$ cat config.mk
export PLATFORM = sky130hd
export DESIGN_NAME = ifetch_unit
export DESIGN_NICKNAME = d
export VERILOG_FILES = /design/src/rtl/mips_pkg.sv /design/src/rtl/pc_next_calc.sv /design/src/rtl/ifetch_unit.sv
export SDC_FILE = /design/constraint.sdc
export NUM_CORES = 1
export LEC_CHECK = 0
export CAP_MARGIN = 20
export CORE_MARGIN = 3
export CORE_UTILIZATION = 35
export CTS_CLUSTER_SIZE = 30
export DETAILED_ROUTE_END_ITERATION = 8
export GPL_ROUTABILITY_DRIVEN = 1
export PLACE_DENSITY = 0.69
export SYNTH_ARGS = -nofsm -noshare
export SYNTH_HDL_FRONTEND = slang
export SYNTH_SLANG_ARGS = --single-unit
export TNS_END_PERCENT = 100
$ cat constraint.sdc
create_clock -name clk -period 3.4 [get_ports clk]
set_input_delay 0.68 -clock clk [delete_from_list [all_inputs] [get_ports clk]]
set_output_delay 0.68 -clock clk [all_outputs]
set_load 0.05 [all_outputs]
$ cat src/rtl/mips_pkg.sv
// Shared definitions for the instruction fetch path: FSM encoding,
// main-decoder opcode values and the default exception vector.
package mips_pkg;

  typedef enum logic [1:0] {
    ST_IDLE  = 2'd0,
    ST_FETCH = 2'd1,
    ST_WAIT  = 2'd2,
    ST_HOLD  = 2'd3
  } fetch_state_e;

  localparam logic [5:0] OP_J   = 6'd2;
  localparam logic [5:0] OP_JAL = 6'd3;
  localparam logic [5:0] OP_BEQ = 6'd4;
  localparam logic [5:0] OP_BNE = 6'd5;

  localparam logic [31:0] EXC_VECTOR_DEFAULT = 32'h0000_0180;

  function automatic logic [5:0] opcode_of(input logic [31:0] word);
    return word[31:26];
  endfunction

endpackage

$ cat src/rtl/pc_next_calc.sv
// Combinational next-PC selection for the instruction held by the fetch unit.
// All additions wrap modulo 2^32.
module pc_next_calc
  import mips_pkg::*;
#(
  parameter logic [31:0] EXC_VECTOR = EXC_VECTOR_DEFAULT
) (
  input  logic [31:0] pc_i,
  input  logic [31:0] instr_i,
  input  logic        jump_i,
  input  logic        jr_i,
  input  logic [31:0] jr_addr_i,
  input  logic        branch_taken_i,
  input  logic        exception_i,
  output logic [31:0] next_pc_o
);

  logic [31:0] pc_plus4;
  logic [31:0] branch_off;
  logic [31:0] branch_target;
  logic [31:0] jump_target;
  logic        unused_bits;

  assign pc_plus4      = pc_i + 32'd4;
  assign branch_off    = {{14{instr_i[15]}}, instr_i[15:0], 2'b00};
  assign branch_target = pc_plus4 + branch_off;
  assign jump_target   = {pc_plus4[31:28], instr_i[25:0], 2'b00};
  assign unused_bits   = ^{instr_i[31:26], jr_addr_i[1:0]};

  always_comb begin
    next_pc_o = pc_plus4;
    if (exception_i) begin
      next_pc_o = EXC_VECTOR;
    end else if (jump_i && jr_i) begin
      next_pc_o = {jr_addr_i[31:2], 2'b00};
    end else if (jump_i) begin
      next_pc_o = jump_target;
    end else if (branch_taken_i) begin
      next_pc_o = branch_target;
    end
  end

endmodule

$ cat src/rtl/ifetch_unit.sv
// Instruction fetch unit: one outstanding memory read at a time, holds the
// fetched word for the decoder and redirects on the accept handshake.
module ifetch_unit
  import mips_pkg::*;
#(
  parameter logic [31:0] RESET_PC   = 32'h0000_0000,
  parameter logic [31:0] EXC_VECTOR = EXC_VECTOR_DEFAULT
) (
  input  logic        clk,
  input  logic        rst_n,
  output logic        imem_req,
  output logic [31:0] imem_addr,
  input  logic        imem_ready,
  input  logic [31:0] imem_rdata,
  output logic        instr_valid,
  input  logic        instr_ready,
  output logic [31:0] instr,
  output logic [5:0]  opcode,
  output logic [31:0] pc,
  input  logic        jump,
  input  logic        jr,
  input  logic [31:0] jr_addr,
  input  logic        branch_taken,
  input  logic        exception
);

  fetch_state_e state_q;
  logic         imem_req_q;
  logic         instr_valid_q;
  logic [31:0]  instr_q;
  logic [31:0]  pc_q;
  logic [31:0]  fetch_pc_q;
  logic [31:0]  next_pc_d;

  pc_next_calc #(
    .EXC_VECTOR (EXC_VECTOR)
  ) u_pc_next_calc (
    .pc_i           (pc_q),
    .instr_i        (instr_q),
    .jump_i         (jump),
    .jr_i           (jr),
    .jr_addr_i      (jr_addr),
    .branch_taken_i (branch_taken),
    .exception_i    (exception),
    .next_pc_o      (next_pc_d)
  );

  // Outputs are registered alongside the state so they change on the same edge.
  always_ff @(posedge clk or negedge rst_n) begin
    if (!rst_n) begin
      state_q       <= ST_IDLE;
      imem_req_q    <= 1'b0;
      instr_valid_q <= 1'b0;
      instr_q       <= 32'd0;
      pc_q          <= 32'd0;
      fetch_pc_q    <= RESET_PC;
    end else begin
      case (state_q)
        ST_IDLE: begin
          state_q    <= ST_FETCH;
          imem_req_q <= 1'b1;
        end
        ST_FETCH: begin
          state_q    <= ST_WAIT;
          imem_req_q <= 1'b0;
        end
        ST_WAIT: begin
          if (imem_ready) begin
            instr_q       <= imem_rdata;
            pc_q          <= fetch_pc_q;
            instr_valid_q <= 1'b1;
            state_q       <= ST_HOLD;
          end
        end
        ST_HOLD: begin
          if (instr_ready) begin
            fetch_pc_q    <= next_pc_d;
            instr_valid_q <= 1'b0;
            imem_req_q    <= 1'b1;
            state_q       <= ST_FETCH;
          end
        end
        default: begin
          state_q       <= ST_IDLE;
          imem_req_q    <= 1'b0;
          instr_valid_q <= 1'b0;
        end
      endcase
    end
  end

  assign imem_req    = imem_req_q;
  assign imem_addr   = fetch_pc_q;
  assign instr_valid = instr_valid_q;
  assign instr       = instr_q;
  assign opcode      = opcode_of(instr_q);
  assign pc          = pc_q;

endmodule
# After elaboration in Yosys (flattened, before gate mapping)

Cells that the tools add are included.

Output and inout bits: 104
Input bits: 72
Word-level logic and storage cells: 34
Register bits: 100

$add $sub $neg: 2
Multiplexer cells: 12
Reduce and logical (&&, ||, !) cells: 9
Equality and inequality tests: 5

Operators by type and width:

| operator              | number |
|---|---|
| $mux 32               | 4 |
| $add 32x3->32 const B | 1 |
| $add 32x32->32        | 1 |
| $pmux 2 s4            | 1 |
| $reduce_and 2->1      | 4 |
| $eq 2x2->1 const B    | 2 |
| $mux 2                | 2 |
| $ne 2x2->1 const B    | 2 |
| $mux 1                | 3 |
| $pmux 1 s3            | 1 |
| $reduce_and 3->1      | 1 |
| $reduce_bool 3->1     | 1 |
| $eq 2x1->1 const B    | 1 |
| $logic_not 2->1       | 1 |
| $pmux 1 s2            | 1 |
| $reduce_bool 2->1     | 1 |
| $logic_and 1x1->1     | 1 |

# Logic depth before layout (Yosys ltp)

Gate-level depths: netlist of run 1.

Depth after elaboration: 6
Gate-level depth with buffers: 16
Mapped depth without buffers: 15

# Hierarchy

From an unflattened synthesis of run 1, not the netlist that was laid out.

Cell total of the unflattened synthesis: 718
Area, all modules: 7143.1 µm²

Modules (own cells, without submodules):

| module       | cells each | sequential area each (µm²) | area an instance (µm²) | instances |
|---|---|---|---|---|
| ifetch_unit  | 230        | 2502.4                     | 3888.7                 | 1 |
| pc_next_calc | 488        | 0.0                        | 3254.4                 | 1 |

# Worst setup path after synthesis of run 1

OpenSTA, ideal clock, no wires.

Path kind: register -> register
Start: register pc_q[9], in the netlist pc[9]
End: register fetch_pc_q[30], in the netlist imem_addr[30]
Data required time: 3.257 ns
Arrival: 3.436 ns
Period minus slack after synthesis: 3.579 ns
Path slack: -0.179 ns
Stages on the path, launching flop included: 15
Buffers on the path: 1
Library setup time: 0.143 ns
Cell sequence: dfrtp_1 > and4_1 > nand4_2 > nor2_1 > nand2_1 > xnor2_1 > ha_1 > clkbuf_1 > a21o_1 > a31o_2 > and3_1 > a211o_1 > a311oi_1 > a41o_1 > a32oi_1

Word-level cells in the longest chain between the ends: 6

Ends and longest elaborated chain:

| item                   | line               | source |
|---|---|---|
| start, declared        | ifetch_unit.sv:31  | `logic [31:0] pc_q;` |
| start signal, assigned | ifetch_unit.sv:70  | `pc_q <= fetch_pc_q;` |
| $add 32x3->32 (*)      | pc_next_calc.sv:24 | `assign pc_plus4 = pc_i + 32'd4;` |
| $add 32x32->32         | pc_next_calc.sv:26 | `assign branch_target = pc_plus4 + branch_off;` |
| $mux 32                | pc_next_calc.sv:38 | `end else if (branch_taken_i) begin` |
| $mux 32 (*)            | pc_next_calc.sv:36 | `end else if (jump_i) begin` |
| $mux 32 (*)            | pc_next_calc.sv:34 | `end else if (jump_i && jr_i) begin` |
| $mux 32 (*)            | pc_next_calc.sv:32 | `if (exception_i) begin` |
| end signal, assigned   | ifetch_unit.sv:77  | `fetch_pc_q <= next_pc_d;` |
| end, declared          | ifetch_unit.sv:32  | `logic [31:0] fetch_pc_q;` |

Mark *: on every way between the ends. The rest lies on a longest branch, timed or not.
A chain may end at the register's enable or synchronous reset.

# Worst setup path after layout of run 1

Start: register pc_q[6], in the netlist pc[6]
End: register fetch_pc_q[25], in the netlist imem_addr[25]

Word-level cells in the longest chain between the ends: 6

Ends and longest elaborated chain:

| item              | line |
|---|---|
| $add 32x3->32 (*) | pc_next_calc.sv:24 |
| $add 32x32->32    | pc_next_calc.sv:26 |
| $mux 32 (*)       | pc_next_calc.sv:38 |
| $mux 32 (*)       | pc_next_calc.sv:36 |
| $mux 32 (*)       | pc_next_calc.sv:34 |
| $mux 32 (*)       | pc_next_calc.sv:32 |

Marked as above.

==> impl_metrics.toml, run 1 <==
[grt]
grt_first_pass_wirelength_um = 36800
grt_max_degree = 62
grtUsageTotal = 0.215
grt_pass1_vias = 6440
antenna_found_initial = 0
grt-ovfl-total = 0

[layout]
instances_no_fill = 1205
stdcell_area_um2 = 10100
layout.nets = 1052
drive_gt1_frac = 0.272
area_growth_syn_to_layout_pct = 45.6
antenna_cells = 0
utilization = 0.527
seqCellArea_um2 = 2520
fill_cells = 1723
multi_input_area_um2 = 4500

[hold_path]
hold_class = "in -> async"

[routing]
drt_wl_total_um = 23600
drt-initial-drc-count = 524
drc = 0
antenna_left = 0
drt_first_pass_iters = 7
num_vias = 6489
wl_per_cell_um = 19.6
viasPerCell = 5.39

[place]
place_area_um2 = 9350
hpwl_um = 18000
place_congestion = 0.907
place_ws_ns = -0.132
dpl.cell_count = 1183
io_buffers = 173

[setup_path]
endpoint = "imem_addr[25]"
cp.required_ns = 3.68
cp_max_fo = 8
end_kind = "flop"
startpoint_type = "flop"
timing.rr.start = "pc[6]"
worstPathArrival_ns = 3.60
r2r-end = "imem_addr[25]"
crit_type = "reg -> reg"
cp-startpoint = "pc[6]"
reg2reg_slack_ns = 0.08
reg2reg_depth = 13

[synth]
syn_area_um2 = 6910
synth_top_area_share = 0.362
synthesis.nets = 833
synth_warnings = 0
ys_types = 73
yosys-top-cells-area = "dfrtp_1 36%, mux2_2 11%, ha_1 7.1%, a21oi_1 4.2%, nand2_1 4.0%"
async_reset_ff_frac = 1.00
ys_ff_latch = 100
ys_seq_area_frac = 0.362
yosysTopAreaCell = "dfrtp_1"
syn_area_per_cell_um2 = 9.59
synth_cells = 721
synth_edf_count = 0
synth_ff_type = "dfrtp_1"

[clock_network]
clockBufferDepth = 2
cts_sinks = 100
cts_buffers = 9
ctsHtreeMaxLevel = 3
cts_tree = "done"
clk_pin_slew_ns = 0.08
cts_root_buffer = "clkbuf_16"
clk_latency_ns = 0.36

[timing]
finalCritPeriodShare = 0.977
holdWs_ns = 0.291
rsz0062_at_grt = "true"
setup_viol = 0
worst_slack_ns = 0.0769
worstMarginPinSlew_ns = 0.792
drv_slew = 0
max_freq_ghz = 0.301
period_minus_slack_ns = 3.32
hold_viol_final = 0
fin_skew_ns = 0.00984
slew_headroom = 0.470

[floorplan]
die_y_um = 147
top_level_ports = 176
die_area_um2 = 21500
fp.dieW_um = 147
rows = 50
fp.coreArea_um2 = 19100
initial_core_util = 0.362

[flow_run]
maxCapViolCount = 0

[power_and_ir_drop]
powerDensity_nw_per_um2 = 1160
peakVddDrop_mv = 0.628
p_leak_nw = 4.39

[outcome]
status = "completed"
## flip-flops by register name (all words and copies together), names as in the netlist
signal and count:
imem_addr 32, state_q 2, pc 32, instr 32, instr_valid 1, imem_req 1
## repair_timing
action,in CTS,in global routing
pin swaps,2,39
hold buffers,0,0
buffers inserted,1,6
endpoints found under the hold margin,0,0
gates resized for setup,10,62
endpoints found under the setup margin,7,15
## Yosys cell counts, drive strengths merged, types with 7 or more instances
cell type  instances
a22o               7
dfrtp            100
clkbuf            32
a21o               8
nand4             21
nand2             74
ha                39
nand3             14
o21bai             7
nor3              18
xnor2             31
mux2i             22
buf               11
a21oi             60
nor2              44
o211ai             9
o21ai             40
xor2              20
mux2              69
inv               18
## cells by family after synthesis
logic type                 count (synthesis)  share of synthesized area
and+or+nand+nor                          199                      0.140
AOI/OAI and AO/OA                        179                      0.178
DFF                                      100                      0.362
muxes                                     91                      0.145
buffers and inverters                     61                     0.0369
xor gates and xnor gates                  51                     0.0646
adders and majority gates                 40                     0.0735
## report_power, final
part	total [mW]	switching [mW]	internal (mW)
clock network	1.14	0.543	0.592
registers	2.30	0.576	1.72
logic	8.22	4.90	3.32
## cells in the final DEF, fill, tap and decap left out, types with 19 or more instances in the layout
cell             instances
nand4_1                 19
mux2_2                  68
o21ai_0                 30
a21oi_1                 50
ha_1                    29
nor2_1                  37
clkdlybuf4s50_1        171
xnor2_1                 22
buf_4                   76
nand2_1                 72
mux2i_1                 22
dfrtp_1                 86
## worst max-delay path, stage by stage, from the launching register on
cell and delay [ns]:
dfrtp_2 0.38, nand4_1 0.19, nor2_2 0.20, and3_1 0.28, nand4_1 0.19, xnor2_2 0.25, ha_2 0.38, a21o_1 0.20
a21oi_1 0.16, nor2_1 0.08, a2111oi_4 0.42, a311oi_2 0.18, buf_4 0.16, o211ai_1 0.15
## how the worst min path moves through the flow
stage | startpoint | to | slack (ns)
finish | rst_n | pc[18] | 0.29
global route | rst_n | pc[18] | 0.34
CTS | rst_n | pc[18] | 0.32
detailed placement | imem_addr[22] | imem_addr[22] | 0.50
global placement | imem_addr[3] | imem_addr[3] | 0.49
floorplan | rst_n | imem_addr[0] | 0.38
## metrics by stage
stage               total power, mW  TNS (ns)
floorplan                      7.39         0
global placement               9.99    -0.306
detailed placement             10.1    -0.486
CTS                            11.3         0
global route                   12.4    -0.323
finish                         11.7         0
## metal layers
layer | wire length, um | track usage | vias up
met1 | 10500 | 0.300 | 3165
met2 | 11000 | 0.341 | 233
li1 | - | - | 3066
met3 | 1670 | 0.0493 | 25
met5 | 0 | 0 | -
met4 | 427 | 0.0499 | 0
## area by class of cell
class                      instances  area share
multi-input combinational        560       0.447
timing repair buffer             251       0.232
clock inverter                     7     0.00908
inverter                          18     0.00672
clock buffer                       9      0.0224
tap                              260      0.0323
sequential                       100       0.250
(Power assumes the default switching activity.)
==> inputs of run 2 (changes only) <==
--- a/config.mk
+++ b/config.mk
@@ -7,11 +7,12 @@
 export LEC_CHECK = 0
 export CAP_MARGIN = 20
 export CORE_MARGIN = 3
-export CORE_UTILIZATION = 35
+export CORE_UTILIZATION = 30
 export CTS_CLUSTER_SIZE = 30
 export DETAILED_ROUTE_END_ITERATION = 8
 export GPL_ROUTABILITY_DRIVEN = 1
-export PLACE_DENSITY = 0.69
+export PLACE_DENSITY = 0.61
+export SLEW_MARGIN = 25
 export SYNTH_ARGS = -nofsm -noshare
 export SYNTH_HDL_FRONTEND = slang
 export SYNTH_SLANG_ARGS = --single-unit
==> impl_metrics.toml, run 2 (same netlist as run 1, synthesis figures left out) <==
[setup_path]
crit_type = "reg -> reg"
worstPathArrival_ns = 3.55
startpoint_type = "flop"
end_kind = "flop"
cp.required_ns = 3.64
reg2reg_slack_ns = 0.09
cp_max_fo = 6

[place]
place_ws_ns = -0.0995
hpwl_um = 18700
place_congestion = 0.936
io_buffers = 173

[grt]
grt_pass1_vias = 6638
grt_first_pass_wirelength_um = 37300
grtUsageTotal = 0.194
antenna_found_initial = 0
grt-ovfl-total = 0
grt_max_degree = 62

[power_and_ir_drop]
p_leak_nw = 4.52
peakVddDrop_mv = 0.654
powerDensity_nw_per_um2 = 1160

[clock_network]
clockBufferDepth = 2
clk_latency_ns = 0.37
clk_pin_slew_ns = 0.08
ctsHtreeMaxLevel = 3
cts_root_buffer = "clkbuf_16"
cts_tree = "done"
cts_buffers = 9
cts_sinks = 100

[timing]
slew_headroom = 0.459
hold_viol_final = 0
setup_viol = 0
setup-tns-final_ns = 0
period_minus_slack_ns = 3.31
worst_slack_ns = 0.0851
finalCritPeriodShare = 0.975
max_freq_ghz = 0.302
fin_skew_ns = 0.00885
drv_slew = 0
worstMarginPinSlew_ns = 0.808
holdWs_ns = 0.285
rsz0062_at_grt = "true"

[layout]
antenna_cells = 0
layout_commonest_cell = "clkdlybuf4s50_1"
layout.nets = 1073
final_cell_mix = "171 x clkdlybuf4s50_1, 97 x buf_4, 86 x dfrtp_1"
drive_gt1_frac = 0.271
fill_cells = 2123
area_growth_syn_to_layout_pct = 47.2

[floorplan]
rows = 54
die_y_um = 158
top_level_ports = 176
initial_core_util = 0.311
fp.dieW_um = 158
die_area_um2 = 24900
fp.coreArea_um2 = 22200

[routing]
drt-initial-drc-count = 333
wl_per_cell_um = 19.5
viasPerCell = 5.14
drt_wl_total_um = 24300
antenna_left = 0
drc = 0
num_vias = 6406
drt_first_pass_iters = 4

[outcome]
status = "completed"

[hold_path]
hold_class = "in -> async"

[flow_run]
maxCapViolCount = 0
run 2: changes by cell type in the layout (fill, tap and decap cells not counted), moves of 3 or more:
cell and change:
a21oi_1 +4, a21oi_2 -4, buf_4 +21, ha_1 +5
ha_2 -5, nor2_1 +3
run 2: critical path, stage by stage, from the launching register on:
cell      delay (ns)
dfrtp_2         0.39
nand4_1         0.20
nor2_1          0.20
and3_1          0.19
buf_4           0.11
nand2_1         0.08
xnor2_2         0.25
ha_4            0.26
o21ai_1         0.14
o21bai_1        0.08
a31o_2          0.28
and3_1          0.18
a211o_1         0.34
a311oi_2        0.25
a41o_1          0.13
a32oi_1         0.09
run 2: final cells by class:
cell class | count | area (um^2) | share of cell area
clock buffer | 11 | 253 | 0.0248
tap | 280 | 350 | 0.0344
timing repair buffer | 272 | 2500 | 0.245
inverter | 18 | 67.6 | 0.00664
clock inverter | 5 | 67.6 | 0.00664
multi-input combinational | 560 | 4420 | 0.434
sequential | 100 | 2520 | 0.248
run 2: final timing paths:
path,from,to,cells after the start
setup / recovery,pc[4],imem_addr[30],15
hold / removal,rst_n,instr[3],1
setup reg to reg,pc[4],imem_addr[30],15
hold reg to reg,imem_addr[10],imem_addr[10],1
max in group asynchronous,rst_n,imem_addr[28],2
min in group clk,imem_addr[10],imem_addr[10],1
run 2: per-stage QoR:
stage | power [mW] | std cells | cell area, um^2 | utilization
after floorplan | 7.39 | 721 | 6930 | -
after global placement | 10.2 | 1224 | 9540 | 0.429
after detailed placement | 10.3 | 1224 | 9540 | 0.429
after CTS | 11.5 | 1240 | 9870 | 0.444
after global routing | 12.5 | 1246 | 10200 | 0.458
final | 11.8 | 1246 | 10200 | 0.458
run 2: repair_timing:
item,in CTS,in global routing
endpoints found under the setup margin,1,12
buffers inserted,0,6
hold buffers,0,0
hold endpoints to repair,0,0
pin swaps,0,23
gates resized for setup,3,47
gates cloned,0,0
run 2: where the power goes:
| group | switching [mW] | leakage, nW | internal [mW] | total (mW) |
|---|---|---|---|---|
| Clock | 0.517 | 0.158 | 0.622 | 1.14 |
| Combinational | 4.89 | 3.12 | 3.45 | 8.34 |
| Sequential | 0.567 | 1.24 | 1.72 | 2.29 |
| Total | 5.98 | 4.52 | 5.79 | 11.8 |
run 2: layer usage:
metal / wire, um / vias to the layer above / track usage
li1: - / 3104 / -
met1: 11100 / 3101 / 0.262
met2: 11200 / 175 / 0.314
met3: 1650 / 26 / 0.0489
met4: 390 / 0 / 0.0434
met5: 0 / - / 0
==> edit, RTL diff (config.mk and constraints of run 1) <==
Reset style: synchronous (`rst_n`), changed in one clocked block.
--- a/src/rtl/ifetch_unit.sv
+++ b/src/rtl/ifetch_unit.sv
@@ -46,7 +46,7 @@
   );
 
   // Outputs are registered alongside the state so they change on the same edge.
-  always_ff @(posedge clk or negedge rst_n) begin
+  always_ff @(posedge clk) begin
     if (!rst_n) begin
       state_q       <= ST_IDLE;
       imem_req_q    <= 1'b0;
Behaviour: differs if rst_n is asserted again (counterexample within 4 cycles, from zero or initial values and one cycle with rst_n low); with rst_n held inactive, the same outputs for 10 cycles.
==> edit against run 1 <==
Cell count grew 13%. First-iteration DRC count grew 4.4%. Area after synthesis shrank 5.0%. Sequential cell count is the same. Cell area shrank 0.81%. Critical path type unchanged. Largest cell class unchanged. Setup slack lost 69 ps. Wire length grew 6.7%.
Power is left out: it rests on default switching activity, and per cell area and clock period it moved more than threefold.
==> edit: results (changes against run 1) <==
- Status: complete, no violations
- Hpwl dp: 19260 um (+7.3%)
- Worst-path maximum fanout: 6 (-2)
- Syn Nets: 988 (+19%)
- Relative slew slack: 50.64% (+3.6 points)
- Pre-antenna DRT Iters: 5 (-2)
- WP data arrival: 3640 ps (+40 ps)
- Drt wl/cell: 18.50 um (-5.6%)
- Place WS: -236.5 ps (-104.8 ps)
- FFs w/ async S/R, synth: 0% (-100 points)
- Largest net degree at the start of global routing: 43 (-31%)
- Synth cell count leaders: 195 x nand2_1, 122 x a21oi_1, 100 x dfxtp_1, 53 x nor2_1, 39 x ha_1
- Post-route cell area: 9980 sq um (-0.81%)
- Gp weighted congestion: 1.030 (+14%)
- Worst path slowest cell: a2111o_1
- Worst Reg-to-Reg Cells: 17 (+4)
- Mean Syn Cell Area: 7.496 sq um (-22%)
- Drt first-iter violations: 547 (+4.4%)
- Vias: 7344 (+13%)
- Share of layout cells above drive strength 1: 20.49% (-6.7 points)
- NumNets Final: 1239 (+18%)
- HP Class: reg -> reg
- Worst Skew: 8.340 ps (-1.495 ps)
- Global Route Usage Sum: 23.70% (+2.2 points)
- Dpl cell area: 9230 sq um (-1.2%)
- Fillers: 1713 (-0.58%)
- Crit-path max cell delay: 400 ps (-20 ps)
- Post-synthesis sequential area ratio: 30.49% (-5.7 points)
- Final non-filler cell total: 1361 (+13%)
## edit: cell types whose count changed after synthesis, moves of 7 or more
cell,delta
a211oi_1,+10
dfxtp_1,+100
nand4_1,-8
mux2_2,-59
nor2_1,+10
a21oi_1,+64
a21o_1,+7
a22oi_1,+7
dfrtp_1,-100
nand2_1,+121
mux2i_1,-7
## edit: path summary, 6_finish.rpt
check,from,end,slack [ps]
setup / recovery,pc[2],imem_addr[29],8
hold / removal,imem_addr[1],pc[1],470
hold reg to reg,imem_addr[1],pc[1],470
setup reg to reg,pc[2],imem_addr[29],8
## edit: cell families (layout without fill, tap and decap cells)
| family | Yosys count | count (layout) | synth area share, % |
|---|---|---|---|
| fa+ha+maj | 40 | 40 | 7.736 |
| buf+inv | 71 | 327 | 4.478 |
| xor+xnor | 53 | 53 | 7.069 |
| flops | 100 | 100 | 30.49 |
| simple gates | 330 | 330 | 22.37 |
| mux | 24 | 24 | 3.830 |
| compound gates | 258 | 258 | 24.03 |
## edit: area by class of cell
| cell class | count | share of cell area (%) |
|---|---|---|
| repair buffers | 296 | 26.97 |
| clock inverters | 6 | 0.4764 |
| well taps | 229 | 2.871 |
| flip-flops and latches | 100 | 20.30 |
| multi-input cells | 705 | 46.53 |
| clock buffers | 10 | 2.294 |
| inverters | 15 | 0.5642 |
## edit: timing repair
item                       CTS  global route
resized for setup            9            64
pin swaps                    1            25
setup endpoints to repair    9            11
buffers inserted             2            11
## edit: metal layers
layer | wire, um | GRT usage [%] | vias up
met5 | 0 | 0 | -
met4 | 616 | 8.204 | 0
met3 | 1552 | 3.717 | 38
met2 | 11010 | 35.29 | 266
met1 | 12000 | 34.72 | 3440
li1 | - | - | 3600
## edit: worst reg2reg max path: stages (launching register included)
cell and delay, ps:
dfxtp_4 380, buf_6 100, and4_4 220, nor3b_4 220
buf_6 150, and3_4 190, xor2_2 150, buf_4 160
ha_4 200, o21ai_2 60, nor2_2 60, a2111o_1 400
a311o_1 360, nand3b_1 180, buf_4 150, o21bai_4 50
xnor2_1 160, o21ai_1 70
## edit: stage by stage
stage	TNS [ps]	hold slack [ps]
3_5_place_dp	-884.0	459.6
5_1_grt	-337.4	483.0
3_3_place_gp	-644.9	454.8
6_report	0	472.2
2_1_floorplan	0	510.6
4_1_cts	-79.96	471.1
